===== src/rtl/lifo_pkg.sv =====
// Shared definitions for the LIFO front-end: default geometry and the
// frame controller state encoding.
package lifo_pkg;

    localparam int unsigned LIFO_DW    = 4;
    localparam int unsigned LIFO_DEPTH = 15;

    typedef enum logic {
        FILL  = 1'b0,
        DRAIN = 1'b1
    } state_e;

endpackage


===== src/rtl/lifo_out_buf.sv =====
// Two-entry skid buffer holding {last, data} words popped from the LIFO.
// The head entry drives the outputs directly, so they hold while stalled.
module lifo_out_buf
    import lifo_pkg::*;
#(
    parameter int unsigned DW = LIFO_DW
) (
    input  logic          clk,
    input  logic          rst_n,
    input  logic          in_valid,
    input  logic [DW-1:0] in_data,
    input  logic          in_last,
    output logic          out_valid,
    input  logic          out_ready,
    output logic [DW-1:0] out_data,
    output logic          out_last,
    output logic [1:0]    count
);

    logic [DW:0] ent0_q, ent0_d;
    logic [DW:0] ent1_q, ent1_d;
    logic [1:0]  cnt_q, cnt_d;
    logic [1:0]  wr_idx;
    logic        pop;

    assign pop = (cnt_q != 2'd0) && out_ready;

    // Pop shifts the tail into the head first; a simultaneous push then
    // lands in the slot that became free.
    always_comb begin
        ent0_d = ent0_q;
        ent1_d = ent1_q;
        cnt_d  = cnt_q;
        wr_idx = cnt_q;
        if (pop) begin
            ent0_d = ent1_q;
            wr_idx = cnt_q - 2'd1;
            cnt_d  = cnt_q - 2'd1;
        end
        if (in_valid && (wr_idx < 2'd2)) begin
            if (wr_idx == 2'd0) begin
                ent0_d = {in_last, in_data};
            end else begin
                ent1_d = {in_last, in_data};
            end
            cnt_d = wr_idx + 2'd1;
        end
    end

    always_ff @(posedge clk or negedge rst_n) begin
        if (!rst_n) begin
            ent0_q <= '0;
            ent1_q <= '0;
            cnt_q  <= '0;
        end else begin
            ent0_q <= ent0_d;
            ent1_q <= ent1_d;
            cnt_q  <= cnt_d;
        end
    end

    assign out_valid = (cnt_q != 2'd0);
    assign out_data  = ent0_q[DW-1:0];
    assign out_last  = ent0_q[DW];
    assign count     = cnt_q;

endmodule


===== src/rtl/lifo_frame_reverser.sv =====
// Pushes each s_last-framed input frame into an external flagless LIFO,
// then pops it back out as a word-reversed output stream.
module lifo_frame_reverser
    import lifo_pkg::*;
#(
    parameter int unsigned DW    = LIFO_DW,
    parameter int unsigned DEPTH = LIFO_DEPTH,
    parameter int unsigned CW    = 4
) (
    input  logic          clk,
    input  logic          rst_n,
    input  logic          s_valid,
    output logic          s_ready,
    input  logic [DW-1:0] s_data,
    input  logic          s_last,
    output logic          m_valid,
    input  logic          m_ready,
    output logic [DW-1:0] m_data,
    output logic          m_last,
    output logic [DW-1:0] lifo_din,
    output logic          lifo_wr_en,
    output logic          lifo_rd_en,
    input  logic [DW-1:0] lifo_dout,
    output logic          ovf_err
);

    localparam logic [CW-1:0] DEPTH_C = CW'(DEPTH);

    state_e        state_q, state_d;
    logic [CW-1:0] count_q, count_d;
    logic [CW-1:0] pop_rem_q, pop_rem_d;
    logic          inflight_q, inflight_d;
    logic          inflight_last_q, inflight_last_d;
    logic          ovf_seen_q, ovf_seen_d;

    logic          s_hs;
    logic          push;
    logic          m_hs;
    logic [1:0]    ob_cnt;
    logic [2:0]    ob_next;

    assign s_ready    = (state_q == FILL);
    assign s_hs       = s_valid && s_ready;
    assign push       = s_hs && (count_q < DEPTH_C);
    assign lifo_wr_en = push;
    assign lifo_din   = push ? s_data : '0;
    assign ovf_err    = s_hs && !push && !ovf_seen_q;

    // Buffer occupancy once this cycle's consume and last cycle's pop settle;
    // a new pop is only safe if its word will still find a free slot.
    assign m_hs       = m_valid && m_ready;
    assign ob_next    = {1'b0, ob_cnt} + {2'b0, inflight_q} - {2'b0, m_hs};
    assign lifo_rd_en = (state_q == DRAIN) && (pop_rem_q != '0) && (ob_next < 3'd2);

    always_comb begin
        state_d         = state_q;
        count_d         = count_q;
        pop_rem_d       = pop_rem_q;
        ovf_seen_d      = ovf_seen_q;
        inflight_d      = lifo_rd_en;
        inflight_last_d = lifo_rd_en && (pop_rem_q == CW'(1));
        case (state_q)
            FILL: begin
                if (push) begin
                    count_d = count_q + CW'(1);
                end
                if (ovf_err) begin
                    ovf_seen_d = 1'b1;
                end
                if (s_hs && s_last) begin
                    state_d   = DRAIN;
                    pop_rem_d = count_d;
                end
            end
            DRAIN: begin
                if (lifo_rd_en) begin
                    pop_rem_d = pop_rem_q - CW'(1);
                end
                if (m_hs && m_last) begin
                    state_d    = FILL;
                    count_d    = '0;
                    ovf_seen_d = 1'b0;
                end
            end
            default: state_d = FILL;
        endcase
    end

    always_ff @(posedge clk or negedge rst_n) begin
        if (!rst_n) begin
            state_q         <= FILL;
            count_q         <= '0;
            pop_rem_q       <= '0;
            inflight_q      <= 1'b0;
            inflight_last_q <= 1'b0;
            ovf_seen_q      <= 1'b0;
        end else begin
            state_q         <= state_d;
            count_q         <= count_d;
            pop_rem_q       <= pop_rem_d;
            inflight_q      <= inflight_d;
            inflight_last_q <= inflight_last_d;
            ovf_seen_q      <= ovf_seen_d;
        end
    end

    lifo_out_buf #(
        .DW(DW)
    ) u_out_buf (
        .clk       (clk),
        .rst_n     (rst_n),
        .in_valid  (inflight_q),
        .in_data   (lifo_dout),
        .in_last   (inflight_last_q),
        .out_valid (m_valid),
        .out_ready (m_ready),
        .out_data  (m_data),
        .out_last  (m_last),
        .count     (ob_cnt)
    );

endmodule


===== config.mk =====
export PLATFORM = sky130hd
export DESIGN_NAME = lifo_frame_reverser
export DESIGN_NICKNAME = d
export VERILOG_FILES = /design/src/rtl/lifo_pkg.sv /design/src/rtl/lifo_out_buf.sv /design/src/rtl/lifo_frame_reverser.sv
export SDC_FILE = /design/constraint.sdc
export NUM_CORES = 1
export LEC_CHECK = 0
export BUFFER_PORTS_ARGS = -buffer_cell sky130_fd_sc_hd__buf_2
export CAP_MARGIN = 10
export CORE_MARGIN = 3
export CORE_UTILIZATION = 40
export CTS_BUF_LIST = sky130_fd_sc_hd__clkbuf_4
export CTS_CLUSTER_DIAMETER = 100
export DETAILED_ROUTE_END_ITERATION = 16
export GPL_ROUTABILITY_DRIVEN = 0
export PLACE_DENSITY = 0.62
export SYNTH_ARGS = -nofsm -noshare
export SYNTH_HDL_FRONTEND = slang
export SYNTH_SLANG_ARGS = --single-unit
export TNS_END_PERCENT = 50

===== constraint.sdc =====
create_clock -name clk -period 2.9 [get_ports clk]
set_clock_uncertainty 0.2 [all_clocks]
set_input_delay 0.435 -clock clk [delete_from_list [all_inputs] [get_ports clk]]
set_output_delay 0.435 -clock clk [all_outputs]
set_load 0.005 [all_outputs]

; Word level (Yosys, flattened, before mapping)
; Index checks and enable logic that the tools add are counted.
; Widths: inputs -> output; s select.
[word_totals]
output_inout_bits = 14
input_bits = 13
reg_bits = 24
elab_cells = 62
[classes]
n_reduce_logical = 19
eq_ne = 5
magnitude_cmp = 3
muxes = 18
n_addsub = 6
n_bitwise = 2
[ops]
columns = operator, n
row1 = $mux 4, 5
row2 = $pmux 4 s2, 2
row3 = $mux 5, 3
row4 = $logic_and 1x1->1, 11
row5 = $ne 2x1->1 const B, 3
row6 = $reduce_and 2->1, 3
row7 = $add 4x1->4 const B, 1
row8 = $eq 4x1->1 const B, 1
row9 = $lt 4x4->1 const B, 1
row10 = $mux 1, 4
row11 = $mux 2, 2
row12 = $pmux 1 s2, 2
row13 = $reduce_bool 4->1, 1
row14 = $sub 4x1->4 const B, 1
row15 = $add 2x1->3, 1
row16 = $lt 3x2->1 const B, 1
row17 = $sub 3x1->3, 1
row18 = $add 2x1->2 const B, 1
row19 = $logic_not 1->1, 2
row20 = $logic_not 2->1, 1
row21 = $lt 2x2->1 const B, 1
row22 = $ne 2x2->1 const B, 1
row23 = $not 1->1, 2
row24 = $reduce_bool 2->1, 1
row25 = $sub 2x1->2 const B, 1

; Longest topological paths before layout
; Gate-level depths: netlist of run 1.
[depth]
ltp_word = 8
ltp_mapped = 11
depth_no_buf = 10

; Hierarchy
; A second synthesis of run 1 with hierarchy kept.
[hier_totals]
cells_unflattened = 128
area_unflattened_um2 = 1447.6
[modules_own_cells]
columns = module, seq_area_each_um2, area_each_um2, instances, cells_per_inst
row1 = lifo_frame_reverser, 300.3, 793.3, 1, 84
row2 = lifo_out_buf, 300.3, 654.4, 1, 44

; Worst setup path before layout of run 1
; No wires, ideal clock.
[synth_path]
path_type = register to register
from = register u_out_buf.cnt_q[1], in the netlist u_out_buf.count[1]
to = register pop_rem_q[3]
stages_incl_launch_ff = 11
synth_period_minus_slack_ns = 3.135
setup_slack_ns = -0.235
t_arrival_ns = 2.809
setup_time_ns = 0.126
path_buffers = 1
t_required_ns = 2.574
path_cell_list = dfrtp_1 inv_1 ha_1 nor2b_1 buf_2 ha_1 nand2b_1 fa_1 nand2_1 o32a_1 a221o_1
[synth_via]
elab_chain_len = 7
word_cells_on_any_way = 8
classes_between = add/sub: 2 / order compare: 1 / eq/ne: 1 / reduce/logical: 4
[synth_lines]
columns = item, line_no
row1 = start: declaration, lifo_out_buf.sv:22  ; logic [1:0] cnt_q, cnt_d;
row2 = start signal: assignment, lifo_out_buf.sv:58  ; cnt_q <= cnt_d;
row3 = branches (longest 2 deep; another with $add 2x1->3), -
row4 = $sub 3x1->3 (*), lifo_frame_reverser.sv:52  ; assign ob_next = {1'b0, ob_cnt} + {2'b0, inflight_q} - {2'b0, m_hs};
row5 = $lt 3x2->1 (*), lifo_frame_reverser.sv:53  ; assign lifo_rd_en = (state_q == DRAIN) && (pop_rem_q != '0) && (ob_next < 3'd2);
row6 = $logic_and 1x1->1 (*), lifo_frame_reverser.sv:53
row7 = $ne 2x2->1 (no source line) (*), -
row8 = $reduce_and 2->1 (no source line) (*), -
row9 = end signal: assignment, lifo_frame_reverser.sv:100  ; pop_rem_q <= pop_rem_d;
row10 = end: declaration, lifo_frame_reverser.sv:31  ; logic [CW-1:0] pop_rem_q, pop_rem_d;
; Every way passes the cells marked *.
; A chain may end at the register's enable or synchronous reset.

; Worst setup path after layout of run 1
[layout_path]
from = register u_out_buf.cnt_q[1], in the netlist u_out_buf.count[1]
to = output lifo_rd_en
[layout_via]
elab_chain_len = 5
word_cells_on_any_way = 6
classes_between = add/sub: 2 / order compare: 1 / reduce/logical: 3
[layout_lines]
columns = item, line_no
row1 = branches (longest 2 deep; another with $add 2x1->3), -
row2 = $sub 3x1->3 (*), lifo_frame_reverser.sv:52
row3 = $lt 3x2->1 (*), lifo_frame_reverser.sv:53
row4 = $logic_and 1x1->1 (*), lifo_frame_reverser.sv:53
row5 = end: declaration, lifo_frame_reverser.sv:22  ; output logic lifo_rd_en,
; Marks and branches as above.

==> results of run 1 <==
-- how the worst min path moves through the flow --
stage                  from                              end  slack, ps  cells after the start
5_1_grt        lifo_dout[1]  u_out_buf.ent1_q[1]$_DFFE_PN0P_        150                      2
3_5_place_dp          rst_n    u_out_buf.ent0_q[2]$_DFF_PN0_        240                      1
2_1_floorplan         rst_n           count_q[0]$_DFFE_PN0P_        -60                      0
6_report       lifo_dout[1]  u_out_buf.ent1_q[1]$_DFFE_PN0P_        160                      2
3_3_place_gp          rst_n  u_out_buf.ent1_q[2]$_DFFE_PN0P_        240                      1
4_1_cts        lifo_dout[1]  u_out_buf.ent1_q[1]$_DFFE_PN0P_        150                      2
-- layer usage --
layer	part of all wire, %	GRT usage (%)	routed length [um]
met5	0	0	0
met4	0.62	4.04	19
met3	3.7	1.76	112
met2	52	28.1	1590
met1	44	20.4	1340
-- repair_timing --
action / in CTS / in global routing
hold buffers: 1 / 0
pin swaps: 3 / 2
setup endpoints to repair: 1 / 4
resized for setup: 7 / 3
endpoints found under the hold margin: 24 / 0
setup buffers: 5 / 1
-- registers in the layout, summed over array words and instances, names as in the netlist --
register,cells
inflight_last_q,1
ovf_seen_q,1
u_out_buf.count,2
pop_rem_q,4
inflight_q,1
count_q,4
u_out_buf.ent0_q,5
state_q,1
u_out_buf.ent1_q,5
-- stage by stage --
| stage | utilization [%] | total power, mW | worst slack, ps |
|---|---|---|---|
| 2_1_floorplan | - | 1.18 | 0.805 |
| 4_1_cts | 54.1 | 1.83 | -75.7 |
| 3_5_place_dp | 49.6 | 1.44 | -6.50 |
| 6_report | 54.8 | 1.88 | -82.3 |
| 5_1_grt | 54.8 | 2.04 | -204 |
| 3_3_place_gp | 49.6 | 1.39 | 113 |
-- kinds of logic (layout without fill, tap and decap cells) --
| family | after synthesis | after routing | synth area share (%) |
|---|---|---|---|
| compound gates | 28 | 28 | 13.9 |
| simple gates | 44 | 44 | 18.7 |
| fa+ha+maj | 7 | 7 | 7.12 |
| buf+inv | 11 | 49 | 3.18 |
| xor+xnor | 2 | 2 | 1.31 |
| mux | 12 | 12 | 10.9 |
| flops | 24 | 24 | 44.9 |
-- cell usage after synthesis, types with 5 or more instances --
| cell type | n | area share, % |
|---|---|---|
| a21oi_1 | 10 | 3.7 |
| and3_1 | 7 | 3.3 |
| dfrtp_1 | 24 | 45 |
| ha_1 | 6 | 5.6 |
| inv_1 | 9 | 2.5 |
| mux2_4 | 5 | 5.6 |
| mux2i_1 | 7 | 5.2 |
| nand2_1 | 8 | 2.2 |
| nand2b_1 | 6 | 2.8 |
| nor2_1 | 7 | 2.0 |
| nor3_1 | 5 | 1.9 |
| o21ai_0 | 5 | 1.9 |
-- worst reg2reg max path, delay by kind of cell (launching register included) --
kind	cells	cell delay, ps
AO/OA/AOI/OAI	2	750
flip-flops	1	380
buffers and inverters	2	200
adder cells (fa/ha/maj)	3	950
AND/OR/NAND/NOR	3	360
-- cell type report --
| cell class | instances | share of cell area (%) |
|---|---|---|
| tap | 44 | 3.21 |
| inverter | 9 | 1.97 |
| clock inverter | 1 | 1.75 |
| clock buffer | 3 | 1.31 |
| multi-input combinational | 93 | 44.4 |
| timing repair buffer | 36 | 12.3 |
| sequential | 24 | 35.0 |
-- power groups by stage --
| stage | combinational (mW) | clock (mW) | sequential [mW] |
|---|---|---|---|
| after CTS | 0.981 | 0.247 | 0.600 |
| after global routing | 1.15 | 0.264 | 0.628 |
| after detailed placement | 0.832 | 0 | 0.604 |
| final | 1.04 | 0.242 | 0.603 |
| after floorplan | 0.609 | 0 | 0.575 |
| after global placement | 0.797 | 0 | 0.596 |
==> flow_summary.json, run 1 <==
{
  "synth_cells": 128,
  "final_cell_mix": "buf_2, dfrtp_1, a21oi_1",
  "r2r_cells": 10,
  "layout_commonest_cell": "buf_2",
  "required_ps": 2270,
  "worstSetupPathType": "reg -> out",
  "cts_root_buf": "clkbuf_4",
  "dpl_cell_area_um2": 1550,
  "cts_tree": "built",
  "drtIter0Drc": 17,
  "drive_gt1_share_pct": 34.9,
  "grt_max_degree": 25,
  "slew_viol_final": 0,
  "critPathCapture": "lifo_rd_en",
  "cpPeakStageDelay_ps": 570,
  "crit_arrival_ps": 2350,
  "synthFlopType": "dfrtp_1",
  "switching_power_mw": 0.725,
  "leakage_nw": 0.849,
  "viasPerCell": 5.11,
  "cts.clk_slew.worst_paths_ps": 140,
  "grt_usage_pct": 15.9,
  "fmaxAchievable_ghz": 0.335,
  "start_util_pct": 42.7,
  "hold_violations": 0,
  "setup_viol": 2,
  "rr_endpoint": "pop_rem_q[3]$_DFFE_PN0P_",
  "relSlewSlack_pct": 64.5,
  "drt-total-wl_mm": 3.06,
  "ys_ff_latch": 24,
  "insertion_delay_ps": 310,
  "finalInstanceArea_um2": 1710,
  "crit_buf_inv": 2,
  "rsz0062_at_grt": "true",
  "layout_setup_ws_ps": -82.3,
  "drc": 0,
  "multi_input_area_um2": 761,
  "startpoint": "u_out_buf.count[1]$_DFF_PN0_",
  "tightest_slew_ps": 532,
  "r2r_start": "u_out_buf.count[1]$_DFF_PN0_",
  "cp_slowest_cell": "fa_2",
  "hpwl_mm": 2.20,
  "synth_edf_count": 0,
  "worst-r2r-setup-slack_ps": -40,
  "critPathCaptureType": "output port",
  "detail_route.wl_per_cell_um": 14.6,
  "syn_avg_cell_area_um2": 10.4,
  "dr.pass1.iters": 4,
  "ant_nets": 0,
  "rows": 20,
  "die_x_um": 63.8,
  "tns_ps": -125,
  "core-area_um2": 3130,
  "path_max_fanout": 2,
  "cp_common_cell": "ha_4",
  "numCtsBuffers": 3,
  "crit_family": "adder cells",
  "netSwitchingFraction_pct": 38.5,
  "whs_ps": 157,
  "seq_power_share_pct": 32.0,
  "min_period_over_period_pct": 103,
  "violations": "setup timing",
  "die-height_um": 63.8,
  "antenna_found_initial": 0,
  "vdd_ir_drop_max_mv": 0.519,
  "h-tree-depth": 1,
  "grt_pass1_vias": 1098,
  "port-buffer-count": 26,
  "placed_cells": 199,
  "die-area_um2": 4070,
  "syn_area_um2": 1340,
  "fill_cells": 280,
  "route.vias.total": 1073,
  "comb_power_share_pct": 55.1,
  "finalCriticalPeriod_ps": 2980,
  "hold_path_class": "in -> reg",
  "worstSetupStartpointType": "flip-flop",
  "async_flop_share_pct": 100,
  "path_cells": "inv_2, ha_4, nor2b_4, ha_4, nand2b_4, fa_2, nand2_4, nor3_4, buf_2",
  "seqCellArea_um2": 601,
  "ioPinCount": 27,
  "ys_types": 36,
  "p_int_mw": 1.16,
  "crit_cells": 9,
  "synth_nets": 148,
  "p_clk_share_pct": 12.9,
  "grt_pass1_wl_mm": 5.08,
  "grt_overflow": 0,
  "cts_sinks": 24,
  "n_antenna_cell": 0,
  "final_cell_count_no_fill": 210,
  "yosys_warnings": 0,
  "timing.max_cap.violations": 0,
  "p_per_area_nw_per_um2": 1100,
  "area_delta_synth_final_pct": 28.3,
  "synth-seq-area-share_pct": 44.9,
  "layout.nets": 187,
  "clk_path_buf_depth": 2,
  "status": "complete, but fails checks"
}
(Power assumes the default switching activity.)
==> run 2, diff against run 1 <==
--- a/config.mk
+++ b/config.mk
@@ -5,6 +5,7 @@
 export SDC_FILE = /design/constraint.sdc
 export NUM_CORES = 1
 export LEC_CHECK = 0
+export ABC_AREA = 1
 export BUFFER_PORTS_ARGS = -buffer_cell sky130_fd_sc_hd__buf_2
 export CAP_MARGIN = 10
 export CORE_MARGIN = 3
@@ -13,8 +14,9 @@
 export CTS_CLUSTER_DIAMETER = 100
 export DETAILED_ROUTE_END_ITERATION = 16
 export GPL_ROUTABILITY_DRIVEN = 0
-export PLACE_DENSITY = 0.62
+export PLACE_DENSITY = 0.58
 export SYNTH_ARGS = -nofsm -noshare
 export SYNTH_HDL_FRONTEND = slang
+export SYNTH_HIERARCHICAL = 1
 export SYNTH_SLANG_ARGS = --single-unit
 export TNS_END_PERCENT = 50
==> constraint.sdc (replaced) <==
create_clock -name clk -period 3.1 [get_ports clk]
set_clock_uncertainty 0.2 [all_clocks]
set_input_delay 0.465 -clock clk [delete_from_list [all_inputs] [get_ports clk]]
set_output_delay 0.465 -clock clk [all_outputs]
set_load 0.005 [all_outputs]
==> run 2 against run 1 <==
The flow now finishes without violations. Combinational power hardly changed. Wire length is 9.4% higher. Non-clock buffer count increased by 1. Synthesized area rose by 14%. Largest cell class unchanged. Utilization shrank 2.0 points. Sequential share of layout area fell by 2.5 points.
==> flow_summary.json, run 2 <==
{
  "setup_viol": 0,
  "grt.met2_usage_pct": 23.0,
  "dr.pass1.iters": 4,
  "ant_nets": 0,
  "cts_root_buf": "clkbuf_4",
  "p_clk_share_pct": 12.9,
  "cts.clk_slew.worst_paths_ps": 140,
  "cts_tree": "built",
  "grt_pass1_wl_mm": 5.36,
  "netSwitchingFraction_pct": 44.5,
  "synth-seq-area-share_pct": 39.5,
  "rows": 21,
  "async_flop_share_pct": 100,
  "cts_sinks": 24,
  "n_antenna_cell": 0,
  "grt-busiest-layer": "met1",
  "timing.max_cap.violations": 0,
  "antenna_found_initial": 0,
  "hpwl_mm": 2.41,
  "seq_power_share_pct": 28.8,
  "required_ps": 2430,
  "layout_setup_ws_ps": 78.0,
  "cp_common_cell": "inv_2",
  "finalCriticalPeriod_ps": 3020,
  "p_per_area_nw_per_um2": 971,
  "ioPinCount": 27,
  "synth_nets": 210,
  "synth_area_leaders": "dfrtp_1, nand2_1, nand3_1",
  "cp_slowest_cell": "fa_1",
  "synth_cells": 191,
  "cpPeakStageDelay_ps": 550,
  "ys_types": 26,
  "leakage_nw": 1.00,
  "crit_family": "adder cells",
  "switching_power_mw": 0.797,
  "hold_path_class": "in -> reg",
  "synth_edf_count": 0,
  "min_period_over_period_pct": 97.5,
  "grt_pass1_vias": 1212,
  "core-area_um2": 3490,
  "h-tree-depth": 1,
  "yosysMostFrequentCell": "nand2_1",
  "largestRegisters": "u_out_buf/ent0_q: 5 flops, u_out_buf/ent1_q: 5 flops",
  "netlist_top_cells_count": "nand2_1, dfrtp_1, inv_1",
  "syn_area_um2": 1520,
  "clk_path_buf_depth": 2,
  "grt_usage_pct": 15.4,
  "numCtsBuffers": 3,
  "port-buffer-count": 26,
  "crit_arrival_ps": 2360,
  "die-area_um2": 4580,
  "yosys_warnings": 6,
  "grtUsageMet3_pct": 2.50,
  "synthFlopType": "dfrtp_1",
  "critPathCaptureType": "output port",
  "final_cell_mix": "nand2_1, buf_2, dfrtp_1",
  "fill_cells": 343,
  "worstSetupStartpointType": "flip-flop",
  "vdd_ir_drop_max_mv": 0.577,
  "worstSetupPathType": "reg -> out",
  "grt_util_met1_pct": 23.3,
  "finalInstanceArea_um2": 1850,
  "synth_top_area_cell": "dfrtp_1",
  "insertion_delay_ps": 320,
  "dpl_cell_area_um2": 1710,
  "path_cells": "inv_2, ha_4, inv_4, nand2_2, inv_2, ha_4, inv_2, nand2_2, fa_1, nand2_2, inv_2, nand4_4, inv_2, buf_2",
  "start_util_pct": 43.5,
  "detail_route.wl_per_cell_um": 12.2,
  "grt_overflow": 0,
  "die-height_um": 67.7,
  "drive_gt1_share_pct": 29.7,
  "drt-total-wl_mm": 3.35,
  "relSlewSlack_pct": 63.9,
  "power_mw": 1.79,
  "slew_viol_final": 0,
  "synth_top_area_share_pct": 39.5,
  "drtIter0Drc": 89,
  "drc": 0,
  "area_delta_synth_final_pct": 21.3,
  "p_int_mw": 0.994,
  "fmaxAchievable_ghz": 0.331,
  "dp_slack_ps": 228,
  "layout.nets": 249,
  "path_max_fanout": 3,
  "die_x_um": 67.7,
  "layout_commonest_cell": "nand2_1",
  "viasPerCell": 4.97,
  "status": "finished, final reports clean",
  "crit_buf_inv": 7,
  "hold_violations": 0,
  "grt_max_degree": 25,
  "route.vias.total": 1367,
  "tightest_slew_ps": 542,
  "comb_power_share_pct": 58.2,
  "syn_avg_cell_area_um2": 7.97,
  "ys_ff_latch": 24
}
## run 2: cell count changes after synthesis, sizes merged, moves of 6 or more
cell    delta
nand3     +19
a21oi     -10
mux2i      -7
nand2     +62
nor2      +10
nand4     +13
and3       -7
inv       +17
nand2b     -6
## run 2: tightest hold or removal path: stages
cell and delay (ps):
buf_2 100, nand4_1 80, nand2_1 50
## run 2: power groups by stage
stage | clock network (mW) | logic [mW] | registers (mW)
4_1_cts | 0.238 | 0.950 | 0.513
5_1_grt | 0.252 | 1.18 | 0.531
6_report | 0.232 | 1.04 | 0.517
3_5_place_dp | 0 | 0.892 | 0.528
3_3_place_gp | 0 | 0.879 | 0.525
2_1_floorplan | 0 | 0.713 | 0.516
## run 2: area by class of cell
cell class | count | area (um2) | share of cell area (%)
Inverter | 27 | 104 | 5.63
Sequential cell | 24 | 601 | 32.5
Clock inverter | 1 | 30.0 | 1.63
Clock buffer | 3 | 22.5 | 1.22
Multi-Input combinational cell | 137 | 816 | 44.2
Tap cell | 46 | 57.6 | 3.12
Timing Repair Buffer | 37 | 215 | 11.7
## run 2: path summary, 6_finish.rpt
check	start	end	slack (ps)	cells past startpoint
max reg2reg	u_out_buf/count[0]$_DFF_PN0_	pop_rem_q[3]$_DFFE_PN0P_	380	18
min in group asynchronous	rst_n	inflight_last_q$_DFF_PN0_	440	2
min reg2reg	ovf_seen_q$_DFFE_PN0P_	ovf_seen_q$_DFFE_PN0P_	320	2
min	lifo_dout[0]	u_out_buf/ent0_q[0]$_DFF_PN0_	190	3
max in group asynchronous	rst_n	state_q$_DFF_PN0_	1890	2
max	u_out_buf/count[0]$_DFF_PN0_	lifo_rd_en	80	14
## run 2: through the flow
step	setup TNS (ps)	hold WS (ps)	instances	utilization, %
final	0	191	275	52.8
after global routing	-60.1	179	275	52.8
after CTS	0	183	272	51.4
after detailed placement	0	288	264	48.9
after global placement	0	282	264	48.9
after floorplan	0	-30.6	191	-
## run 2: logic make-up after synthesis
logic type / count (synthesis) / synth area share, %
flops: 24 / 39.5
fa+ha+maj: 6 / 5.43
compound gates: 8 / 2.88
simple gates: 123 / 43.3
buf+inv: 30 / 8.88
## run 2: repair_timing
item,4_1_cts,5_1_grt
buffers inserted,3,3
hold endpoints to repair,24,0
resized for setup,3,8
setup endpoints to repair,1,1
pin swaps,1,3
hold buffers,1,0
gates cloned,0,0
## run 2: layer usage
layer / vias up / wire (um)
met5: - / 0
met4: 0 / 20
met3: 3 / 196
met2: 43 / 1480
met1: 634 / 1650
li1: 687 / -
==> run 3, diff against run 2 <==
--- a/config.mk
+++ b/config.mk
@@ -5,7 +5,6 @@
 export SDC_FILE = /design/constraint.sdc
 export NUM_CORES = 1
 export LEC_CHECK = 0
-export ABC_AREA = 1
 export BUFFER_PORTS_ARGS = -buffer_cell sky130_fd_sc_hd__buf_2
 export CAP_MARGIN = 10
 export CORE_MARGIN = 3
@@ -14,7 +13,8 @@
 export CTS_CLUSTER_DIAMETER = 100
 export DETAILED_ROUTE_END_ITERATION = 16
 export GPL_ROUTABILITY_DRIVEN = 0
-export PLACE_DENSITY = 0.58
+export PLACE_DENSITY = 0.59
+export SLEW_MARGIN = 25
 export SYNTH_ARGS = -nofsm -noshare
 export SYNTH_HDL_FRONTEND = slang
 export SYNTH_HIERARCHICAL = 1
==> run 3 against run 2 <==
The run now ends with setup timing left. Total power is 5.1% lower. Combinational power decreased by 10%. Setup slack got worse by 130 ps. Critical endpoint unchanged. Non-clock buffer count is 3 lower. First-iteration DRC count fell by 67%. Worst hold slack got worse by 1.5 ps. Register-to-register slack hardly changed. Clock-buffer cell count did not move.
==> flow_summary.json, run 3 <==
{
  "grt_util_met1_pct": 18.8,
  "path_cells": "inv_1, ha_2, inv_2, and2_4, ha_4, nand2b_4, fa_2, xnor2_2, and3_4, and2_4, buf_6",
  "hpwl_mm": 2.07,
  "crit_family": "adder cells",
  "worst-r2r-setup-slack_ps": 390,
  "h-tree-depth": 1,
  "grt_max_degree": 25,
  "drive_gt1_share_pct": 42.1,
  "p_clk_share_pct": 13.1,
  "synth_area_leaders": "dfrtp_1, mux2_4, mux2_2",
  "r2r_start": "u_out_buf/count[0]$_DFF_PN0_",
  "tightest_slew_ps": 545,
  "startpoint": "u_out_buf/count[0]$_DFF_PN0_",
  "n_antenna_cell": 0,
  "layout_commonest_cell": "buf_2",
  "die-area_um2": 4380,
  "synth_cells": 128,
  "cts_root_buf": "clkbuf_4",
  "cp_common_cell": "and2_4",
  "leakage_nw": 0.870,
  "grtUsageMet3_pct": 3.74,
  "yosysMostFrequentCell": "dfrtp_1",
  "slew_viol_final": 0,
  "power_mw": 1.70,
  "synth_edf_count": 0,
  "synth_top_area_cell": "dfrtp_1",
  "syn_area_um2": 1450,
  "cp_slowest_cell": "dfrtp_1",
  "min_period_over_period_pct": 102,
  "ys_ff_latch": 24,
  "viasPerCell": 5.19,
  "finalCriticalPeriod_ps": 3150,
  "ant_nets": 0,
  "worstSetupPathType": "reg -> out",
  "drc": 0,
  "vdd_ir_drop_max_mv": 0.439,
  "p_per_area_nw_per_um2": 958,
  "worstSetupStartpointType": "flip-flop",
  "hold_violations": 0,
  "fill_cells": 325,
  "cts_tree": "built",
  "ioPinCount": 27,
  "whs_ps": 189,
  "drt-total-wl_mm": 2.81,
  "detail_route.wl_per_cell_um": 13.4,
  "grt_usage_pct": 14.9,
  "layout_setup_ws_ps": -48.1,
  "async_flop_share_pct": 100,
  "seq_power_share_pct": 32.0,
  "crit_arrival_ps": 2480,
  "relSlewSlack_pct": 63.6,
  "core-area_um2": 3420,
  "path_max_fanout": 3,
  "fmaxAchievable_ghz": 0.318,
  "hold_path_class": "in -> reg",
  "cts.clk_slew.worst_paths_ps": 130,
  "antenna_found_initial": 0,
  "critPathCaptureType": "output port",
  "worstHoldStart": "lifo_dout[3]",
  "route.vias.total": 1089,
  "setup_viol": 1,
  "rows": 21,
  "ys_types": 40,
  "area_delta_synth_final_pct": 22.6,
  "insertion_delay_ps": 310,
  "numCtsBuffers": 3,
  "port-buffer-count": 26,
  "synthFlopType": "dfrtp_1",
  "start_util_pct": 42.4,
  "yosys_warnings": 6,
  "synth_top_area_share_pct": 41.5,
  "synth-seq-area-share_pct": 41.5,
  "netSwitchingFraction_pct": 34.6,
  "grt.met2_usage_pct": 25.5,
  "die-height_um": 66.2,
  "comb_power_share_pct": 54.9,
  "status": "complete, but fails checks",
  "netlist_top_cells_count": "dfrtp_1, inv_1, mux2_4",
  "cts_sinks": 24,
  "dr.pass1.iters": 4,
  "grt_pass1_vias": 1141,
  "p_int_mw": 1.11,
  "synth_nets": 147,
  "required_ps": 2430,
  "grt_overflow": 0,
  "timing.max_cap.violations": 0,
  "cpPeakStageDelay_ps": 400,
  "syn_avg_cell_area_um2": 11.3,
  "largestRegisters": "u_out_buf/ent0_q: 5 flops, u_out_buf/ent1_q: 5 flops",
  "rsz0062_at_grt": "true",
  "layout.nets": 184,
  "grt_pass1_wl_mm": 5.06,
  "drtIter0Drc": 29,
  "clk_path_buf_depth": 2,
  "crit_buf_inv": 3,
  "violations": "setup timing",
  "final_cell_mix": "buf_2, dfrtp_1, mux2_4",
  "die_x_um": 66.2,
  "switching_power_mw": 0.588,
  "grt-busiest-layer": "met2"
}
run 3: cell types whose count changed after synthesis, sizes merged, moves of 3 or more:
cell and change:
and2 +6, nor3 +3, nand2 -63, nand4 -13, and3 +4, nand3 -16
mux2 +16, a21oi +5, nor2 -13, inv -16, nand2b +6
run 3: worst paths after layout:
| kind | to | depth (start not counted) |
|---|---|---|
| worst max-delay path | lifo_rd_en | 11 |
| worst min-delay path | u_out_buf/ent0_q[3]$_DFF_PN0_ | 2 |
| worst max register to register | pop_rem_q[1]$_DFFE_PN0P_ | 11 |
| worst min register to register | u_out_buf/ent1_q[2]$_DFFE_PN0P_ | 1 |
| max in group asynchronous | u_out_buf/ent1_q[0]$_DFFE_PN0P_ | 2 |
| min in group asynchronous | pop_rem_q[2]$_DFFE_PN0P_ | 2 |
run 3: through the flow:
stage / setup slack (ps) / setup TNS [ps] / cells / instance area, um2 / util, %
floorplan: 65.6 / 0 / 128 / 1450 / -
global placement: 141 / 0 / 201 / 1640 / 47.9
detailed placement: 89.7 / 0 / 201 / 1640 / 47.9
CTS: -31.8 / -31.8 / 210 / 1770 / 51.8
global route: -162 / -162 / 210 / 1780 / 52.0
finish: -48.1 / -48.1 / 210 / 1780 / 52.0
run 3: cell families (layout without fill, tap and decap cells):
logic type / after synthesis / in the layout / share of synthesized area [%]
buf+inv: 12 / 48 / 4.15
compound gates: 22 / 22 / 13.3
fa+ha+maj: 6 / 6 / 5.70
mux: 17 / 17 / 15.7
xor+xnor: 2 / 2 / 1.21
simple gates: 45 / 45 / 18.4
flops: 24 / 24 / 41.5
run 3: layer usage:
metal | vias up | share of wire [%]
met1 | 525 | 46
li1 | 534 | -
met4 | 0 | 0.68
met2 | 28 | 48
met3 | 2 | 5.3
met5 | - | 0
run 3: what timing repair did:
item | CTS | global route
buffers inserted | 4 | 0
pin swaps | 4 | 3
endpoints found under the setup margin | 1 | 1
endpoints found under the hold margin | 24 | 0
hold buffers | 1 | 0
gates resized for setup | 9 | 1
run 3: worst reg2reg max path, cell delays in order, from the launching register on:
cell and delay, ps:
dfrtp_1 400, inv_1 60, ha_2 180, inv_2 40
and2_4 150, ha_4 200, nand2b_4 130, fa_2 350
xnor2_2 210, a41oi_2 220, a221o_1 320, a2bb2oi_1 140
run 3: final cells by class:
class | instances | area, um2 | share of cell area (%)
multi-input combinational | 92 | 828 | 46.7
timing repair buffer | 34 | 199 | 11.2
tap | 46 | 57.6 | 3.24
clock buffer | 3 | 22.5 | 1.27
sequential | 24 | 601 | 33.8
inverter | 10 | 37.5 | 2.11
clock inverter | 1 | 30.0 | 1.69
run 3: power by group through the flow:
| stage | Combinational, mW | Clock [mW] | Sequential (mW) |
|---|---|---|---|
| final | 0.933 | 0.223 | 0.544 |
| after global routing | 1.04 | 0.248 | 0.565 |
| after CTS | 0.919 | 0.233 | 0.546 |
| after detailed placement | 0.783 | 0 | 0.557 |
| after global placement | 0.770 | 0 | 0.546 |
| after floorplan | 0.588 | 0 | 0.538 |
